$ cat src/rtl/ba1533_pkg.sv
// rtl/ba1533_pkg.sv - shared types and default dividers for the BA1533 transmit controller
//
// Purpose: FSM state enums and default clock dividers used by ba1533_uart_rx and ba1533_tx.
// Ports:   none (package).

package ba1533_pkg;

  typedef enum logic [1:0] {
    RX_IDLE  = 2'd0,
    RX_START = 2'd1,
    RX_DATA  = 2'd2,
    RX_STOP  = 2'd3
  } rx_state_e;

  typedef enum logic {
    SER_IDLE  = 1'b0,
    SER_SHIFT = 1'b1
  } ser_state_e;

  localparam int DEF_BAUD_DIV = 434;         // 50 MHz / 115200
  localparam int DEF_BIT_DIV  = 50;          // 1 Mb/s at 50 MHz
  localparam int DEF_HB_DIV   = 25_000_000;  // heartbeat half-period
  localparam int DEF_ACT_HOLD = 2_500_000;   // activity LED hold time

endpackage

$ cat src/rtl/ba1533_uart_rx.sv
// rtl/ba1533_uart_rx.sv - 8N1 UART receiver with input synchronizer
//
// Purpose: synchronizes the asynchronous RX line, detects start edges, samples
//          8 data bits LSB-first at mid-bit and checks the stop bit.
// Ports:
//   clk, rst_n  : clock, asynchronous active-low reset
//   rxd_i       : raw serial input, idle high
//   rx_byte     : received byte, stable while rx_valid is high
//   rx_valid    : 1-cycle pulse for a byte with a good stop bit
//   frame_err   : 1-cycle pulse when the stop bit is sampled low

module ba1533_uart_rx
  import ba1533_pkg::*;
#(
  parameter int BAUD_DIV = DEF_BAUD_DIV
) (
  input  logic       clk,
  input  logic       rst_n,
  input  logic       rxd_i,
  output logic [7:0] rx_byte,
  output logic       rx_valid,
  output logic       frame_err
);

  localparam int            CW       = $clog2(BAUD_DIV);
  localparam logic [CW-1:0] CNT_LAST = CW'(BAUD_DIV - 1);
  localparam logic [CW-1:0] CNT_HALF = CW'(BAUD_DIV / 2 - 1);

  logic          sync1_q, sync2_q, prev_q;
  rx_state_e     state_q, state_d;
  logic [CW-1:0] cnt_q, cnt_d;
  logic [2:0]    bit_q, bit_d;
  logic [7:0]    shreg_q, shreg_d;
  logic          valid_q, valid_d;
  logic          err_q, err_d;

  // Two-flop synchronizer plus one more stage for falling-edge detection.
  always_ff @(posedge clk or negedge rst_n) begin
    if (!rst_n) begin
      sync1_q <= 1'b1;
      sync2_q <= 1'b1;
      prev_q  <= 1'b1;
    end else begin
      sync1_q <= rxd_i;
      sync2_q <= sync1_q;
      prev_q  <= sync2_q;
    end
  end

  always_ff @(posedge clk or negedge rst_n) begin
    if (!rst_n) begin
      state_q <= RX_IDLE;
      cnt_q   <= '0;
      bit_q   <= '0;
      shreg_q <= '0;
      valid_q <= 1'b0;
      err_q   <= 1'b0;
    end else begin
      state_q <= state_d;
      cnt_q   <= cnt_d;
      bit_q   <= bit_d;
      shreg_q <= shreg_d;
      valid_q <= valid_d;
      err_q   <= err_d;
    end
  end

  always_comb begin
    state_d = state_q;
    cnt_d   = cnt_q;
    bit_d   = bit_q;
    shreg_d = shreg_q;
    unique case (state_q)
      RX_IDLE: begin
        cnt_d = '0;
        if (prev_q && !sync2_q) state_d = RX_START;
      end
      RX_START: begin
        if (cnt_q == CNT_HALF) begin
          cnt_d   = '0;
          bit_d   = '0;
          // Line back high at mid start bit: a glitch, not a frame.
          state_d = sync2_q ? RX_IDLE : RX_DATA;
        end else begin
          cnt_d = cnt_q + CW'(1);
        end
      end
      RX_DATA: begin
        if (cnt_q == CNT_LAST) begin
          cnt_d   = '0;
          shreg_d = {sync2_q, shreg_q[7:1]};
          bit_d   = bit_q + 3'd1;
          if (bit_q == 3'd7) state_d = RX_STOP;
        end else begin
          cnt_d = cnt_q + CW'(1);
        end
      end
      RX_STOP: begin
        if (cnt_q == CNT_LAST) begin
          cnt_d   = '0;
          state_d = RX_IDLE;
        end else begin
          cnt_d = cnt_q + CW'(1);
        end
      end
      default: state_d = RX_IDLE;
    endcase
  end

  always_comb begin
    valid_d = (state_q == RX_STOP) && (cnt_q == CNT_LAST) && sync2_q;
    err_d   = (state_q == RX_STOP) && (cnt_q == CNT_LAST) && !sync2_q;
  end

  assign rx_byte   = shreg_q;
  assign rx_valid  = valid_q;
  assign frame_err = err_q;

endmodule

$ cat src/rtl/ba1533_tx.sv
// rtl/ba1533_tx.sv - BA1533 transmit controller top: UART echo, bit serializer, LEDs
//
// Purpose: echoes each received UART byte, serializes it MSB-first onto
//          tx_bit_data and drives activity/busy/error/heartbeat LEDs.
// Ports:
//   clk, rst_n  : clock, asynchronous active-low reset
//   UART_RXD    : serial input from host, 8N1, idle high
//   UART_TXD    : serial echo output, 8N1, idle high
//   tx_bit_data : serialized payload, idle low
//   led1..led4  : RX activity, serializer busy, sticky error, heartbeat

module ba1533_tx
  import ba1533_pkg::*;
#(
  parameter int BAUD_DIV = DEF_BAUD_DIV,
  parameter int BIT_DIV  = DEF_BIT_DIV,
  parameter int HB_DIV   = DEF_HB_DIV,
  parameter int ACT_HOLD = DEF_ACT_HOLD
) (
  input  logic clk,
  input  logic rst_n,
  input  logic UART_RXD,
  output logic UART_TXD,
  output logic tx_bit_data,
  output logic led1,
  output logic led2,
  output logic led3,
  output logic led4
);

  localparam int             BCW       = $clog2(BAUD_DIV);
  localparam int             SCW       = $clog2(BIT_DIV);
  localparam int             HCW       = $clog2(HB_DIV);
  localparam int             ACW       = $clog2(ACT_HOLD);
  localparam logic [BCW-1:0] BAUD_LAST = BCW'(BAUD_DIV - 1);
  localparam logic [SCW-1:0] SER_LAST  = SCW'(BIT_DIV - 1);
  localparam logic [HCW-1:0] HB_LAST   = HCW'(HB_DIV - 1);
  localparam logic [ACW-1:0] ACT_LAST  = ACW'(ACT_HOLD - 1);

  logic [7:0] rx_byte;
  logic       rx_valid;
  logic       frame_err;

  ba1533_uart_rx #(.BAUD_DIV(BAUD_DIV)) u_rx (
    .clk       (clk),
    .rst_n     (rst_n),
    .rxd_i     (UART_RXD),
    .rx_byte   (rx_byte),
    .rx_valid  (rx_valid),
    .frame_err (frame_err)
  );

  // ---------------- UART echo transmitter ----------------
  logic           utx_busy_q;
  logic [BCW-1:0] utx_cnt_q;
  logic [3:0]     utx_left_q;   // bits still to send after the current one
  logic [8:0]     utx_sh_q;     // data bits then stop bit, shifted out LSB first
  logic           txd_q;

  always_ff @(posedge clk or negedge rst_n) begin
    if (!rst_n) begin
      utx_busy_q <= 1'b0;
      utx_cnt_q  <= '0;
      utx_left_q <= '0;
      utx_sh_q   <= '0;
      txd_q      <= 1'b1;
    end else if (!utx_busy_q) begin
      // A byte arriving while busy is simply not echoed.
      if (rx_valid) begin
        utx_busy_q <= 1'b1;
        utx_cnt_q  <= '0;
        utx_left_q <= 4'd9;
        utx_sh_q   <= {1'b1, rx_byte};
        txd_q      <= 1'b0;
      end
    end else if (utx_cnt_q == BAUD_LAST) begin
      utx_cnt_q <= '0;
      if (utx_left_q == 4'd0) begin
        utx_busy_q <= 1'b0;
      end else begin
        txd_q      <= utx_sh_q[0];
        utx_sh_q   <= {1'b1, utx_sh_q[8:1]};
        utx_left_q <= utx_left_q - 4'd1;
      end
    end else begin
      utx_cnt_q <= utx_cnt_q + BCW'(1);
    end
  end

  // ---------------- Bit serializer ----------------
  ser_state_e     ser_state_q, ser_state_d;
  logic [SCW-1:0] ser_cnt_q, ser_cnt_d;
  logic [2:0]     ser_idx_q, ser_idx_d;
  logic [7:0]     ser_byte_q, ser_byte_d;
  logic           tx_bit_q, tx_bit_d;
  logic           ser_ovf;

  always_ff @(posedge clk or negedge rst_n) begin
    if (!rst_n) begin
      ser_state_q <= SER_IDLE;
      ser_cnt_q   <= '0;
      ser_idx_q   <= '0;
      ser_byte_q  <= '0;
      tx_bit_q    <= 1'b0;
    end else begin
      ser_state_q <= ser_state_d;
      ser_cnt_q   <= ser_cnt_d;
      ser_idx_q   <= ser_idx_d;
      ser_byte_q  <= ser_byte_d;
      tx_bit_q    <= tx_bit_d;
    end
  end

  always_comb begin
    ser_state_d = ser_state_q;
    unique case (ser_state_q)
      SER_IDLE:  if (rx_valid) ser_state_d = SER_SHIFT;
      SER_SHIFT: if (ser_cnt_q == SER_LAST && ser_idx_q == 3'd0) ser_state_d = SER_IDLE;
      default:   ser_state_d = SER_IDLE;
    endcase
  end

  always_comb begin
    ser_cnt_d  = ser_cnt_q;
    ser_idx_d  = ser_idx_q;
    ser_byte_d = ser_byte_q;
    tx_bit_d   = tx_bit_q;
    ser_ovf    = 1'b0;
    unique case (ser_state_q)
      SER_IDLE: begin
        tx_bit_d = 1'b0;
        if (rx_valid) begin
          ser_byte_d = rx_byte;
          ser_cnt_d  = '0;
          ser_idx_d  = 3'd7;
          tx_bit_d   = rx_byte[7];
        end
      end
      SER_SHIFT: begin
        // Includes the final cycle of the last bit: a byte then is still dropped.
        ser_ovf = rx_valid;
        if (ser_cnt_q == SER_LAST) begin
          ser_cnt_d = '0;
          if (ser_idx_q == 3'd0) begin
            tx_bit_d = 1'b0;
          end else begin
            ser_idx_d = ser_idx_q - 3'd1;
            tx_bit_d  = ser_byte_q[ser_idx_q - 3'd1];
          end
        end else begin
          ser_cnt_d = ser_cnt_q + SCW'(1);
        end
      end
      default: tx_bit_d = 1'b0;
    endcase
  end

  // ---------------- LEDs ----------------
  logic [HCW-1:0] hb_cnt_q;
  logic           hb_q;
  logic [ACW-1:0] act_cnt_q;
  logic           act_q;
  logic           err_q;

  always_ff @(posedge clk or negedge rst_n) begin
    if (!rst_n) begin
      hb_cnt_q  <= '0;
      hb_q      <= 1'b0;
      act_cnt_q <= '0;
      act_q     <= 1'b0;
      err_q     <= 1'b0;
    end else begin
      if (hb_cnt_q == HB_LAST) begin
        hb_cnt_q <= '0;
        hb_q     <= ~hb_q;
      end else begin
        hb_cnt_q <= hb_cnt_q + HCW'(1);
      end

      // Down-counter: each new byte reloads the full hold time.
      if (rx_valid) begin
        act_q     <= 1'b1;
        act_cnt_q <= ACT_LAST;
      end else if (act_q) begin
        if (act_cnt_q == '0) act_q <= 1'b0;
        else                 act_cnt_q <= act_cnt_q - ACW'(1);
      end

      if (frame_err || ser_ovf) err_q <= 1'b1;
    end
  end

  assign UART_TXD    = txd_q;
  assign tx_bit_data = tx_bit_q;
  assign led1        = act_q;
  assign led2        = (ser_state_q == SER_SHIFT);
  assign led3        = err_q;
  assign led4        = hb_q;

endmodule

$ cat config.mk
export PLATFORM = sky130hd
export DESIGN_NAME = ba1533_tx
export DESIGN_NICKNAME = d
export VERILOG_FILES = /design/src/rtl/ba1533_pkg.sv /design/src/rtl/ba1533_uart_rx.sv /design/src/rtl/ba1533_tx.sv
export SDC_FILE = /design/constraint.sdc
export NUM_CORES = 1
export LEC_CHECK = 0
export ABC_CLOCK_PERIOD_IN_PS = 2300
export CAP_MARGIN = 20
export CORE_ASPECT_RATIO = 0.75
export CORE_MARGIN = 2
export CORE_UTILIZATION = 50
export CTS_CLUSTER_DIAMETER = 100
export DETAILED_ROUTE_END_ITERATION = 6
export PLACE_DENSITY = 0.66
export SYNTH_ARGS = -nofsm -noshare
export SYNTH_HDL_FRONTEND = slang
export SYNTH_SLANG_ARGS = --single-unit
$ cat constraint.sdc
create_clock -name clk -period 2.3 [get_ports clk]
set_input_delay 0.23 -clock clk [delete_from_list [all_inputs] [get_ports clk]]
set_output_delay 0.23 -clock clk [all_outputs]
set_load 0.005 [all_outputs]
Word level (Yosys, flattened, before mapping) --
Cells that the tools add are included.
Cells by class: add/sub/neg operators 8, $lt $le $gt $ge 1, equality and inequality tests 20, muxes and demuxes 55, bitwise operators 2, reductions and logical operators 22
Operator list (count):
- $mux W9 | 9
- $mux W22 | 3
- $pmux W9 S3 | 1
- $add A25 B1 Y25 const B | 1
- $eq A25 B25 Y1 const B | 1
- $mux W25 | 1
- $logic_not A22 Y1 | 1
- $sub A22 B1 Y22 const B | 1
- $add A9 B1 Y9 const B | 2
- $eq A9 B9 Y1 const B | 2
- $ne A2 B1 Y1 const B | 9
- $mux W1 | 17
- $mux W4 | 4
- $mux W3 | 5
- $mux W2 | 6
- $mux W6 | 2
- $pmux W3 S2 | 2
- $pmux W6 S2 | 1
- $eq A9 B8 Y1 const B | 1
- $reduce_and A3 Y1 | 3
- $pmux W2 S4 | 1
- $add A6 B1 Y6 const B | 1
- $eq A6 B6 Y1 const B | 1
- $reduce_and A2 Y1 | 3
- other kinds (20) | 30
Word-level totals: register bits after elaboration 120, bits of input ports 3, output and inout port bits 6, word-level logic and storage cells 132

Longest topological paths before layout --
depth in word-level cells 6, gate-level depth with buffers 9, mapped depth without buffers 7

Cells and area by module --
Synthesis repeated with hierarchy kept, for this count alone.
Unflattened totals: cells, all modules 556, area total of the unflattened synthesis 6015.8 um2
Modules (own cells, without submodules):
- ba1533_tx | instances 1, cells each 451, area each 4738.3 um2, sequential area each 2328.5 um2
- ba1533_uart_rx | instances 1, cells each 105, area each 1277.5 um2, sequential area each 679.4 um2

Worst setup path after synthesis --
Ideal clock, no wire load.
path type flip-flop to flip-flop, from reg act_cnt_q[0], to reg act_cnt_q[9], library setup time 120 ps, arrival 1689 ps, slack 490 ps, stages on the path, launching flop included 9, cell sequence dfrtp_1 inv_1 ha_1 nor2b_1 and4_1 buf_2 a21oi_1 a21oi_1 a31o_2
On the way: word-level cells in the longest chain between the ends 4, elaborated cells on any way between the ends 7
RTL lines:
- start: declaration | RTL line ba1533_tx.sv:161 | logic [ACW-1:0] act_cnt_q;
- start signal: assignment | RTL line ba1533_tx.sv:186 | else act_cnt_q <= act_cnt_q - ACW'(1);
- $sub A22 B1 Y22 | RTL line ba1533_tx.sv:186
- $mux W22 | RTL line ba1533_tx.sv:185 | if (act_cnt_q == '0) act_q <= 1'b0;
- $mux W22 | RTL line ba1533_tx.sv:184 | end else if (act_q) begin
- $mux W22 | RTL line ba1533_tx.sv:181 | if (rx_valid) begin
Parallel ways exist; a longest one is shown, timed or not. The select of a mux whose other input is x is not followed. A chain may end at the register's enable or synchronous reset.

Worst setup path after layout --
from reg act_cnt_q[16], to reg act_cnt_q[0]
On the way: word-level cells in the longest chain between the ends 3
RTL lines (RTL line):
- $logic_not A22 Y1 | ba1533_tx.sv:185
- $ne A2 B1 Y1 (no line)
- $reduce_and A2 Y1 (no line)
No other way between the ends.

==> out/qor.txt <==
Worst-skew pair later-pin latency: 0.41 ns
Fill cells: 975
CP Capture Type: register
Outcome: finished clean
F_max: 502 MHz
Ys Warns: 0
Die Y: 99.2 microns
Worst setup startpoint: act_cnt_q[16]
Yosys cell types: 62
Post-route insts no fill: 776
WP data required: 2.59 ns
Critical path type: reg2reg
Tot Pwr: 5.25 mW
Fin worst setup slack: 0.308 ns
Antenna viol nets, final: 0
Final core occ: 59.5%
Initial DRT Pass Iterations: 4
Global route overflow: 0
Area growth syn-to-layout: 15.1%
NumNets Final: 622
Drc violations: 0
Share of cells above drive strength 1: 13.7%
Worst r2r src: act_cnt_q[16]
Post-Synthesis Cells: 581
EDFF count, synth: 0
CP Data Arrival Time: 2.28 ns
Worst path max stage delay: 0.43 ns
Max cap viols: 0
Type of origin of the critical path: register
Maximum VDD drop: 622 uV
Number of DRC markers in iteration 0: 312
CTS sink cnt: 120
H-tree levels: 4
Critical path's top delay family: simple AND/OR/NAND/NOR gates
Crit path buffers/inverters: 1
Hold Crit Class: in2reg
WL per Instance: 15.2 microns
CTS tree: done
Total setup buffers inserted after CTS: 0
WHS: 0.226 ns
Die ar.: 13000 sq um
Final setup violation count: 0
Sum of negative setup slack: 0 ns
Critical path cell sequence: nor4_2 -> and3_1 -> a21boi_2 -> buf_4 -> xnor2_1 -> nand2_1
DP HPWL: 7680 microns
Dpl cells: 743
Core area: 11700 sq um
Ant diodes: 0
Mapped Avg Cell Area: 10.4 sq um
Clock-pin slew on the worst setup and hold paths: 0.05 ns
Total GRT Usage: 20.4%
Post_cts resized: 0
Clock Path Buffers: 2
Via count: 4349
Largest net degree at the start of global routing: 48
Fin area: 6960 sq um
Pre-CTS setup slack: 0.342 ns
Number of CTS-inserted buffers: 17
Sequential element share of the synthesized area: 49.8%
Hold path start: UART_RXD
Pleak: 3.23 nW
CP max stage cell: nor4_2
Num rows: 34
Synth Net Count: 602
Unrepaired setup endpoints after global routing: false
Count of input and output buffers: 8
Tightest Pin Transition: 0.547 ns
Initial Util: 51.7%
Routed Wire Length: 11800 microns
Final hold viol count: 0
Crit share post-route: 86.6%
Initial antenna violation count: 0
Critical Path Fanout Max: 7
First-pass GRT wire length: 21100 microns
Pwr dens: 754 nW/um^2
Synthesized area: 6050 sq um
Minimum clock period: 1.99 ns
Register bit total from synthesis: 120
Die width: 131 microns
I/O Pins: 9
Skew final: 0.0111 ns
Final RePlAce weighted congestion: 0.870
Post-synth ARST share: 100%
Slew HR: 63.2%
Vias per Instance: 5.60
Clock root cell: clkbuf_16
Vias in the first global route: 4293
Synth Flop Type: dfrtp_1
Placed cell areas: 6350 sq um
Slew Viols, Final: 0
-- state kept, by name (all words and copies together) (netlist names), 4 cells and up, named ones only --
name          cells
ser_cnt_q         6
u_rx.cnt_q        9
ser_byte_q        8
utx_left_q        4
u_rx.rx_byte      8
act_cnt_q        22
utx_cnt_q         9
utx_sh_q          9
hb_cnt_q         25
-- cells in the final DEF, fill, tap and decap left out, types with 4 or more instances in the layout --
| cell type | Yosys | routed |
|---|---|---|
| buf_4 | 2 | 12 |
| ha_1 | 18 | 18 |
| a31oi_1 | 5 | 5 |
| nand3b_1 | 9 | 9 |
| clkdlybuf4s50_1 | 0 | 7 |
| nor4_4 | 4 | 4 |
| dfrtp_1 | 116 | 116 |
| xnor2_1 | 19 | 19 |
| or2_2 | 4 | 4 |
| mux2i_1 | 10 | 10 |
| dfstp_2 | 4 | 4 |
| nor2b_1 | 8 | 8 |
| nand2b_1 | 9 | 9 |
| xor2_1 | 26 | 26 |
| o32ai_1 | 6 | 6 |
| mux2_2 | 16 | 16 |
| nand4_1 | 17 | 17 |
| nand2_1 | 52 | 52 |
| o21ai_0 | 30 | 30 |
| nor3_1 | 10 | 10 |
| and3_1 | 10 | 10 |
| o22ai_1 | 4 | 4 |
| nand3_1 | 25 | 25 |
| nor2_1 | 60 | 60 |
| inv_1 | 20 | 20 |
| nor4_1 | 4 | 4 |
| clkbuf_16 | 0 | 17 |
| a21oi_1 | 19 | 19 |
-- repair_timing --
action | in CTS | in global routing
endpoints found under the setup margin | 0 | 0
endpoints found under the hold margin | 34 | 0
hold buffers | 1 | 0
-- worst paths after layout --
path / to / slack [ns] / depth (start not counted)
hold reg to reg: u_rx.sync2_q / 0.35 / 0
min in group asynchronous: act_cnt_q[20] / 0.34 / 2
max in group asynchronous: u_rx.sync1_q / 1.29 / 3
hold / removal: u_rx.sync1_q / 0.23 / 1
setup reg to reg: act_cnt_q[0] / 0.31 / 6
setup / recovery: act_cnt_q[0] / 0.31 / 6
-- cell families (layout without fill, tap and decap cells) --
group	count (synthesis)	in the layout	share of synthesized area [%]
AOI/OAI and AO/OA	90	90	9.46
xor gates and xnor gates	45	45	6.52
adders and majority gates	18	18	3.73
buffers and inverters	41	74	2.92
DFF	120	120	49.8
muxes	28	28	5.38
and+or+nand+nor	239	239	22.2
-- where the power goes --
part           total, mW  internal, mW  switching [mW]
Combinational      0.372         0.130           0.242
Sequential          2.20          2.15          0.0440
Clock               2.68          1.73           0.947
Total               5.25          4.01            1.23
-- cell usage after synthesis, drive strengths merged, types with 8 or more instances --
cell type	count	share of area (%)
nor2	60	3.7
ha	18	3.7
nand3b	9	1.1
nor4	10	2.2
nor3	12	1.2
buf	8	0.85
mux2i	10	1.7
o21ai	31	2.6
xor2	26	3.8
a21oi	19	1.6
inv	20	1.2
nand2b	9	0.93
nor2b	8	0.83
mux2	16	3.0
xnor2	19	2.8
dfrtp	116	48
nand4	17	1.8
and3	10	1.0
nand3	26	2.2
nand2	52	3.2
clkbuf	13	0.83
-- metal layers --
layer | share of wire [%] | routed length (microns) | GRT usage, %
met1 | 51 | 6010 | 31.0
met2 | 45 | 5270 | 28.9
met3 | 3.1 | 366 | 4.30
met4 | 1.4 | 163 | 7.28
met5 | 0 | 0 | 0
-- layout make-up --
type	instances	area, sq um	share of cell area (%)
flip-flops and latches	120	3010	43.2
multi-input cells	420	2860	41.1
clock buffers	21	450	6.47
repair buffers	22	210	3.02
well taps	162	203	2.91
clock inverters	11	149	2.14
inverters	20	75.1	1.08
Power figures use the tool's default switching activity.
